### src/rtl/sd_cmd_sched_if.sv
// Issue/response bus between the command scheduler and the CMD-line engine.
interface sd_cmd_sched_if;
    logic        cmd_valid_o;
    logic        cmd_ready_i;
    logic [5:0]  cmd_index_o;
    logic [31:0] cmd_arg_o;
    logic [1:0]  cmd_resp_type_o;
    logic        cmd_end_i;
    logic        cmd_done_i;
    logic        cmd_error_i;

    modport master (
        output cmd_valid_o, cmd_index_o, cmd_arg_o, cmd_resp_type_o,
        input  cmd_ready_i, cmd_end_i, cmd_done_i, cmd_error_i
    );

    modport slave (
        input  cmd_valid_o, cmd_index_o, cmd_arg_o, cmd_resp_type_o,
        output cmd_ready_i, cmd_end_i, cmd_done_i, cmd_error_i
    );
endinterface

### src/rtl/sd_cmd_sched.sv
// Arbitrates host commands and Auto CMD12 onto the CMD engine, enforces DAT
// inhibit, supervises responses with a watchdog and emits completion pulses.
module sd_cmd_sched #(
    parameter int unsigned TIMEOUT_CYCLES = 512
) (
    input  logic        sdclk_i,
    input  logic        rst_i,
    input  logic        host_req_i,
    input  logic [5:0]  host_index_i,
    input  logic [31:0] host_arg_i,
    input  logic [1:0]  host_resp_type_i,
    input  logic        host_data_present_i,
    input  logic [1:0]  host_cmd_type_i,
    output logic        host_reject_o,
    input  logic        auto_cmd12_issue_i,
    input  logic        dat_line_active_i,
    output logic        cmd_inhibit_o,
    output logic        dat_inhibit_o,
    sd_cmd_sched_if.master eng,
    output logic [1:0]  resp_type_o,
    output logic        data_present_o,
    output logic [1:0]  cmd_type_o,
    output logic        command_end_o,
    output logic        command_complete_o,
    output logic        auto_cmd12_complete_o,
    output logic        host_done_o,
    output logic        host_error_o,
    output logic        auto_error_o,
    output logic        watchdog_o
);
    localparam int unsigned CNT_W = $clog2(TIMEOUT_CYCLES + 1);
    localparam logic [CNT_W-1:0] WD_LAST = CNT_W'(TIMEOUT_CYCLES - 1);

    typedef enum logic [1:0] {S_IDLE, S_ISSUE, S_SENT, S_RESP} state_e;

    state_e            state_q, state_d;
    logic              owner_q, owner_d;
    logic              auto_pend_q, auto_pend_d;
    logic              slot_q, slot_d;
    logic              elig_q, elig_d;
    logic [5:0]        slot_idx_q, slot_idx_d;
    logic [31:0]       slot_arg_q, slot_arg_d;
    logic [1:0]        slot_resp_q, slot_resp_d;
    logic              slot_dp_q, slot_dp_d;
    logic [1:0]        slot_ct_q, slot_ct_d;
    logic [5:0]        cmd_idx_q, cmd_idx_d;
    logic [31:0]       cmd_arg_q, cmd_arg_d;
    logic [1:0]        cmd_resp_q, cmd_resp_d;
    logic [CNT_W-1:0]  wd_cnt_q, wd_cnt_d;
    logic              reject_q, reject_d;
    logic              ok_ev, err_ev;

    // Next state, slot bookkeeping and the combinational status pulses
    always_comb begin
        state_d               = state_q;
        owner_d               = owner_q;
        auto_pend_d           = auto_pend_q;
        slot_d                = slot_q;
        slot_idx_d            = slot_idx_q;
        slot_arg_d            = slot_arg_q;
        slot_resp_d           = slot_resp_q;
        slot_dp_d             = slot_dp_q;
        slot_ct_d             = slot_ct_q;
        cmd_idx_d             = cmd_idx_q;
        cmd_arg_d             = cmd_arg_q;
        cmd_resp_d            = cmd_resp_q;
        wd_cnt_d              = wd_cnt_q;
        reject_d              = host_req_i & slot_q;
        ok_ev                 = 1'b0;
        err_ev                = 1'b0;
        command_end_o         = 1'b0;
        command_complete_o    = 1'b0;
        auto_cmd12_complete_o = 1'b0;
        host_done_o           = 1'b0;
        host_error_o          = 1'b0;
        auto_error_o          = 1'b0;
        watchdog_o            = 1'b0;

        if (host_req_i && !slot_q) begin
            slot_d      = 1'b1;
            slot_idx_d  = host_index_i;
            slot_arg_d  = host_arg_i;
            slot_resp_d = host_resp_type_i;
            slot_dp_d   = host_data_present_i;
            slot_ct_d   = host_cmd_type_i;
        end

        case (state_q)
            S_IDLE: begin
                if (auto_pend_q) begin
                    auto_pend_d = 1'b0;
                    owner_d     = 1'b1;
                    cmd_idx_d   = 6'd12;
                    cmd_arg_d   = 32'd0;
                    cmd_resp_d  = 2'b11;
                    state_d     = S_ISSUE;
                end else if (elig_q) begin
                    owner_d    = 1'b0;
                    cmd_idx_d  = slot_idx_q;
                    cmd_arg_d  = slot_arg_q;
                    cmd_resp_d = slot_resp_q;
                    state_d    = S_ISSUE;
                end
            end
            S_ISSUE: begin
                if (eng.cmd_ready_i) state_d = S_SENT;
            end
            S_SENT: begin
                if (eng.cmd_end_i) begin
                    command_end_o = !owner_q;
                    if (cmd_resp_q == 2'b00) begin
                        ok_ev   = 1'b1;
                        state_d = S_IDLE;
                    end else begin
                        wd_cnt_d = '0;
                        state_d  = S_RESP;
                    end
                end
            end
            S_RESP: begin
                wd_cnt_d = wd_cnt_q + CNT_W'(1);
                if (eng.cmd_error_i) begin
                    err_ev = 1'b1;
                end else if (eng.cmd_done_i) begin
                    ok_ev = 1'b1;
                end else if (wd_cnt_q == WD_LAST) begin
                    watchdog_o = 1'b1;
                    err_ev     = 1'b1;
                end
                if (ok_ev || err_ev) state_d = S_IDLE;
            end
            default: state_d = S_IDLE;
        endcase

        if (ok_ev) begin
            if (owner_q) begin
                auto_cmd12_complete_o = 1'b1;
            end else begin
                command_complete_o = 1'b1;
                host_done_o        = 1'b1;
                slot_d             = 1'b0;
            end
        end
        if (err_ev) begin
            if (owner_q) begin
                auto_error_o = 1'b1;
            end else begin
                host_error_o = 1'b1;
                slot_d       = 1'b0;
            end
        end

        if (auto_cmd12_issue_i) auto_pend_d = 1'b1;

        // Eligibility is registered, so a DAT-line release is acted on one cycle later
        elig_d = slot_d & (!(slot_dp_d || slot_resp_d == 2'b11) || !dat_line_active_i
                           || slot_ct_d == 2'b11);
    end

    always_ff @(posedge sdclk_i) begin
        if (rst_i) begin
            state_q     <= S_IDLE;
            owner_q     <= 1'b0;
            auto_pend_q <= 1'b0;
            slot_q      <= 1'b0;
            elig_q      <= 1'b0;
            slot_idx_q  <= '0;
            slot_arg_q  <= '0;
            slot_resp_q <= '0;
            slot_dp_q   <= 1'b0;
            slot_ct_q   <= '0;
            cmd_idx_q   <= '0;
            cmd_arg_q   <= '0;
            cmd_resp_q  <= '0;
            wd_cnt_q    <= '0;
            reject_q    <= 1'b0;
        end else begin
            state_q     <= state_d;
            owner_q     <= owner_d;
            auto_pend_q <= auto_pend_d;
            slot_q      <= slot_d;
            elig_q      <= elig_d;
            slot_idx_q  <= slot_idx_d;
            slot_arg_q  <= slot_arg_d;
            slot_resp_q <= slot_resp_d;
            slot_dp_q   <= slot_dp_d;
            slot_ct_q   <= slot_ct_d;
            cmd_idx_q   <= cmd_idx_d;
            cmd_arg_q   <= cmd_arg_d;
            cmd_resp_q  <= cmd_resp_d;
            wd_cnt_q    <= wd_cnt_d;
            reject_q    <= reject_d;
        end
    end

    assign eng.cmd_valid_o     = (state_q == S_ISSUE);
    assign eng.cmd_index_o     = cmd_idx_q;
    assign eng.cmd_arg_o       = cmd_arg_q;
    assign eng.cmd_resp_type_o = cmd_resp_q;
    assign host_reject_o       = reject_q;
    assign cmd_inhibit_o       = slot_q;
    assign dat_inhibit_o       = dat_line_active_i | (slot_q & (slot_dp_q | (slot_resp_q == 2'b11)));
    assign resp_type_o         = slot_resp_q;
    assign data_present_o      = slot_dp_q;
    assign cmd_type_o          = slot_ct_q;
endmodule
### src/flat_wrapper.sv
// flat-port wrapper written by rule: the top's interface ports become plain ports
module sd_cmd_sched_flat 
#(
    parameter int unsigned TIMEOUT_CYCLES = 512
)
  (sdclk_i, rst_i, host_req_i, host_index_i, host_arg_i, host_resp_type_i, host_data_present_i, host_cmd_type_i, host_reject_o, auto_cmd12_issue_i, dat_line_active_i, cmd_inhibit_o, dat_inhibit_o, resp_type_o, data_present_o, cmd_type_o, command_end_o, command_complete_o, auto_cmd12_complete_o, host_done_o, host_error_o, auto_error_o, watchdog_o, eng_cmd_valid_o, eng_cmd_index_o, eng_cmd_arg_o, eng_cmd_resp_type_o, eng_cmd_ready_i, eng_cmd_end_i, eng_cmd_done_i, eng_cmd_error_i);
  sd_cmd_sched_if eng_i ();
  input  logic sdclk_i;
  input  logic rst_i;
  input  logic host_req_i;
  input  logic [5:0] host_index_i;
  input  logic [31:0] host_arg_i;
  input  logic [1:0] host_resp_type_i;
  input  logic host_data_present_i;
  input  logic [1:0] host_cmd_type_i;
  output logic host_reject_o;
  input  logic auto_cmd12_issue_i;
  input  logic dat_line_active_i;
  output logic cmd_inhibit_o;
  output logic dat_inhibit_o;
  output logic [1:0] resp_type_o;
  output logic data_present_o;
  output logic [1:0] cmd_type_o;
  output logic command_end_o;
  output logic command_complete_o;
  output logic auto_cmd12_complete_o;
  output logic host_done_o;
  output logic host_error_o;
  output logic auto_error_o;
  output logic watchdog_o;
  output wire logic [$bits(eng_i.cmd_valid_o)-1:0] eng_cmd_valid_o;
  output wire logic [$bits(eng_i.cmd_index_o)-1:0] eng_cmd_index_o;
  output wire logic [$bits(eng_i.cmd_arg_o)-1:0] eng_cmd_arg_o;
  output wire logic [$bits(eng_i.cmd_resp_type_o)-1:0] eng_cmd_resp_type_o;
  input wire logic [$bits(eng_i.cmd_ready_i)-1:0] eng_cmd_ready_i;
  input wire logic [$bits(eng_i.cmd_end_i)-1:0] eng_cmd_end_i;
  input wire logic [$bits(eng_i.cmd_done_i)-1:0] eng_cmd_done_i;
  input wire logic [$bits(eng_i.cmd_error_i)-1:0] eng_cmd_error_i;
  assign eng_cmd_valid_o = eng_i.cmd_valid_o;
  assign eng_cmd_index_o = eng_i.cmd_index_o;
  assign eng_cmd_arg_o = eng_i.cmd_arg_o;
  assign eng_cmd_resp_type_o = eng_i.cmd_resp_type_o;
  assign eng_i.cmd_ready_i = eng_cmd_ready_i;
  assign eng_i.cmd_end_i = eng_cmd_end_i;
  assign eng_i.cmd_done_i = eng_cmd_done_i;
  assign eng_i.cmd_error_i = eng_cmd_error_i;
  sd_cmd_sched #(.TIMEOUT_CYCLES(TIMEOUT_CYCLES)) u_core (.sdclk_i(sdclk_i), .rst_i(rst_i), .host_req_i(host_req_i), .host_index_i(host_index_i), .host_arg_i(host_arg_i), .host_resp_type_i(host_resp_type_i), .host_data_present_i(host_data_present_i), .host_cmd_type_i(host_cmd_type_i), .host_reject_o(host_reject_o), .auto_cmd12_issue_i(auto_cmd12_issue_i), .dat_line_active_i(dat_line_active_i), .cmd_inhibit_o(cmd_inhibit_o), .dat_inhibit_o(dat_inhibit_o), .eng(eng_i), .resp_type_o(resp_type_o), .data_present_o(data_present_o), .cmd_type_o(cmd_type_o), .command_end_o(command_end_o), .command_complete_o(command_complete_o), .auto_cmd12_complete_o(auto_cmd12_complete_o), .host_done_o(host_done_o), .host_error_o(host_error_o), .auto_error_o(auto_error_o), .watchdog_o(watchdog_o));
endmodule
### config.mk
export PLATFORM = sky130hd
export DESIGN_NAME = sd_cmd_sched_flat
export DESIGN_NICKNAME = d
export VERILOG_FILES = /design/src/rtl/sd_cmd_sched_if.sv /design/src/rtl/sd_cmd_sched.sv /design/src/flat_wrapper.sv
export SDC_FILE = /design/constraint.sdc
export NUM_CORES = 1
export LEC_CHECK = 0
export CORE_MARGIN = 2
export CORE_UTILIZATION = 48
export DETAILED_ROUTE_END_ITERATION = 7
export PLACE_DENSITY = 0.8
export SKIP_LAST_GASP = 1
export SLEW_MARGIN = 20
export SYNTH_ARGS = -nofsm -noshare
export SYNTH_HDL_FRONTEND = slang
export SYNTH_SLANG_ARGS = --single-unit
### constraint.sdc
create_clock -name sdclk_i -period 1.7 [get_ports sdclk_i]
set_input_delay 0.17 -clock sdclk_i [delete_from_list [all_inputs] [get_ports sdclk_i]]
set_output_delay 0.17 -clock sdclk_i [all_outputs]
set_load 0.05 [all_outputs]
==> metrics.csv <==
metric,value,unit
final non-filler cell total,702,
Synth area leaders,"dfxtp_1 (50%), nand2_1 (12%), a21oi_1 (11%)",
worst min path class,in2reg,
setup ws final,-0.109,ns
Routed WL,10.6,mm
fmax,553,MHz
"EDFF count, synth",0,
Post-Syn Area per Cell,8.25,µm²
TritonRoute pass-1 iters,4,
CP max FO,2,
met1 usage in global routing,29.5,%
buffers plus inverters on the worst setup path,1,
CTS Buf Count,9,
Worst path max stage delay,0.37,ns
setup TNS,-0.274,ns
"Seq/Total Area, Yosys",50.5,%
Via density,5.35,
busiest layer in global routing,met2,
Buffers on Ports,107,
Unique masters post-synth,38,
DP Area,5320,µm²
Post-Syn Area,3970,µm²
GR met2 Demand/Resource,40.7,%
hold_ws,0.252,ns
RSZ-0062 raised after global routing,yes,
Detail Route Antenna Nets,0,
Synth Instances,481,
critical path startpoint category,register,
CTS Buffer Depth,2,
Core Region,8090,µm²
io pins,108,
GR Overflow Total,0,
Vert. Die Dim,94.9,µm
cell taking the most area after synthesis,dfxtp_1,
design area,5690,µm²
fin crit period,1.81,ns
Crit-path slowest cell,dfxtp_2,
final core utilization,70.3,%
Max VDD drop,0.000555,V
Routed WL per cell,15.1,µm
Area Growth Syn to Fin,43.4,%
DP Wirelength,7.12,mm
first-pass GRT wire length,16.7,mm
worst path required time,1.53,ns
initial core utilization,49.0,%
vias in the first global route,3565,
die width,94.9,µm
Final Hold Fails,0,
vias,3755,
Clock Sinks,100,
CTS root buf,clkbuf_8,
Synth Warn #,0,
largest net degree at the start of global routing,54,
number of antenna cells inserted,0,
# setup viols final,3,
DR iter-0 viols,153,
Final #Nets,645,
# fillers,669,
slew margin rel.,64.6,%
Maximum Capacitance Violations,0,
pwr/cell area,1120,nW/µm²
WP data arrival,1.64,ns
share of cells above drive strength 1,15.7,%
Worst-Skew Late Latency,0.35,ns
H-tree Lvls,3,
syn_nets,534,
number of remaining DRC errors,0,
placed instance count,677,
post-synthesis register bit count,100,
crit path cell chain,"ha_4, and3_4, nand4_1, nor3_2, clkbuf_16",
CTS tree,built,
cts hold-fix bufs,0,
Leakage,2.46,nW
GRT Total Usage,23.7,%
Worst setup EP type,output pin,
cell row count,33,
pre-CTS WS,0.000594,ns
Die ar.,9010,µm²
top-area cell type share of the netlist area,50.5,%
Setup CP Type,reg2out,
met3 GRT Util,4.55,%
GPL Wtd Cong,0.856,
"delay-heaviest family, CP",simple AND/OR/NAND/NOR gates,
final slew viol count,0,
clk_skew,0.00807,ns
initial antenna violation count,0,
total power draw,6.39,mW
fin crit share,106,%
status,"finished, violations left",
worst slew pin tran,0.531,ns
ys async rst share,0,%
failing checks,negative setup slack,
Main synth FF type,dfxtp_1,
Worst-path clk slew,0.09,ns
## report_power, final
group / leakage [nW] / internal (mW) / switching [mW]
sequential: 0.820 / 2.55 / 0.198
combinational: 1.54 / 0.808 / 1.29
clock: 0.104 / 0.766 / 0.771
## path summary, 6_finish.rpt
path | to | slack (ns) | cells after the start | from
worst max-delay path | watchdog_o | -0.11 | 5 | u_core.wd_cnt_q[1]
worst min-delay path | u_core.cmd_inhibit_o | 0.25 | 4 | rst_i
worst max register to register | u_core.eng.cmd_arg_o[6] | 0.22 | 6 | u_core.state_q[1]
worst min register to register | u_core.eng.cmd_arg_o[28] | 0.45 | 2 | u_core.eng.cmd_arg_o[28]
## sequential cells by signal, summed over array words and instances, names as in the netlist, 6 cells and up
| name | count |
|---|---|
| u_core.slot_arg_q | 32 |
| u_core.eng.cmd_arg_o | 32 |
| u_core.eng.cmd_index_o | 6 |
| u_core.wd_cnt_q | 10 |
| u_core.slot_idx_q | 6 |
## synthesized netlist by cell type (all sizes together) (2+ instances only)
| master | instances |
|---|---|
| a211oi | 5 |
| nand3 | 7 |
| nor2 | 22 |
| buf | 15 |
| and3 | 2 |
| a22oi | 2 |
| and3b | 2 |
| nand4 | 3 |
| o21ai | 2 |
| a21o | 2 |
| nor3b | 2 |
| a21oi | 88 |
| dfxtp | 100 |
| clkbuf | 22 |
| nand3b | 38 |
| nor3 | 13 |
| xnor2 | 8 |
| inv | 5 |
| nor2b | 3 |
| nand2 | 128 |
## routing by layer
metal / wire length, µm / share of wire, %
met1: 4620 / 44
met2: 5300 / 50
met3: 506 / 4.8
met4: 181 / 1.7
met5: 0 / 0
## worst min-delay path: stages
cell and delay (ns):
buf_2 0.12, inv_1 0.11, o221ai_1 0.12, nor2_1 0.05
## area by class of cell
| cell class | instances | area (µm²) | area share, % |
|---|---|---|---|
| Multi-Input combinational cell | 339 | 1890 | 33.3 |
| Tap cell | 105 | 131 | 2.31 |
| Sequential cell | 100 | 2020 | 35.5 |
| Timing Repair Buffer | 137 | 1420 | 25.0 |
| Clock inverter | 3 | 43.8 | 0.770 |
| Inverter | 5 | 18.8 | 0.330 |
| Clock buffer | 13 | 159 | 2.79 |
## logic make-up (layout without fill, tap and decap cells)
group / Yosys count / after routing / synth area share, %
buffers and inverters: 42 / 158 / 4.51
and+or+nand+nor: 222 / 222 / 26.6
DFF: 100 / 100 / 50.5
adders and majority gates: 1 / 1 / 0.315
xor gates and xnor gates: 8 / 8 / 1.77
AOI/OAI and AO/OA: 108 / 108 / 16.4
## layout by cell type (no fill, tap or decap), types with 2 or more instances in the layout
| cell | count |
|---|---|
| dlymetal6s2s_1 | 22 |
| nor3_2 | 2 |
| clkbuf_8 | 11 |
| a21oi_1 | 88 |
| nor3_4 | 2 |
| buf_12 | 10 |
| and3b_1 | 2 |
| nand3_1 | 7 |
| dlygate4sd2_1 | 15 |
| xnor2_1 | 8 |
| inv_1 | 5 |
| nor3_1 | 9 |
| nand4_1 | 3 |
| a21o_1 | 2 |
| dfxtp_1 | 91 |
| nor2_2 | 2 |
| clkbuf_1 | 2 |
| nor2_1 | 19 |
| dfxtp_2 | 7 |
| nand3b_1 | 38 |
| buf_4 | 38 |
| nand2_1 | 128 |
| dfxtp_4 | 2 |
| a211oi_1 | 4 |
| clkdlybuf4s50_1 | 50 |
## what timing repair did
item	in CTS	in global routing
endpoints found under the setup margin	21	27
pin swaps	3	3
buffers inserted	3	6
gates resized for setup	27	29
Note: power is estimated with default switching activity, not from simulation.
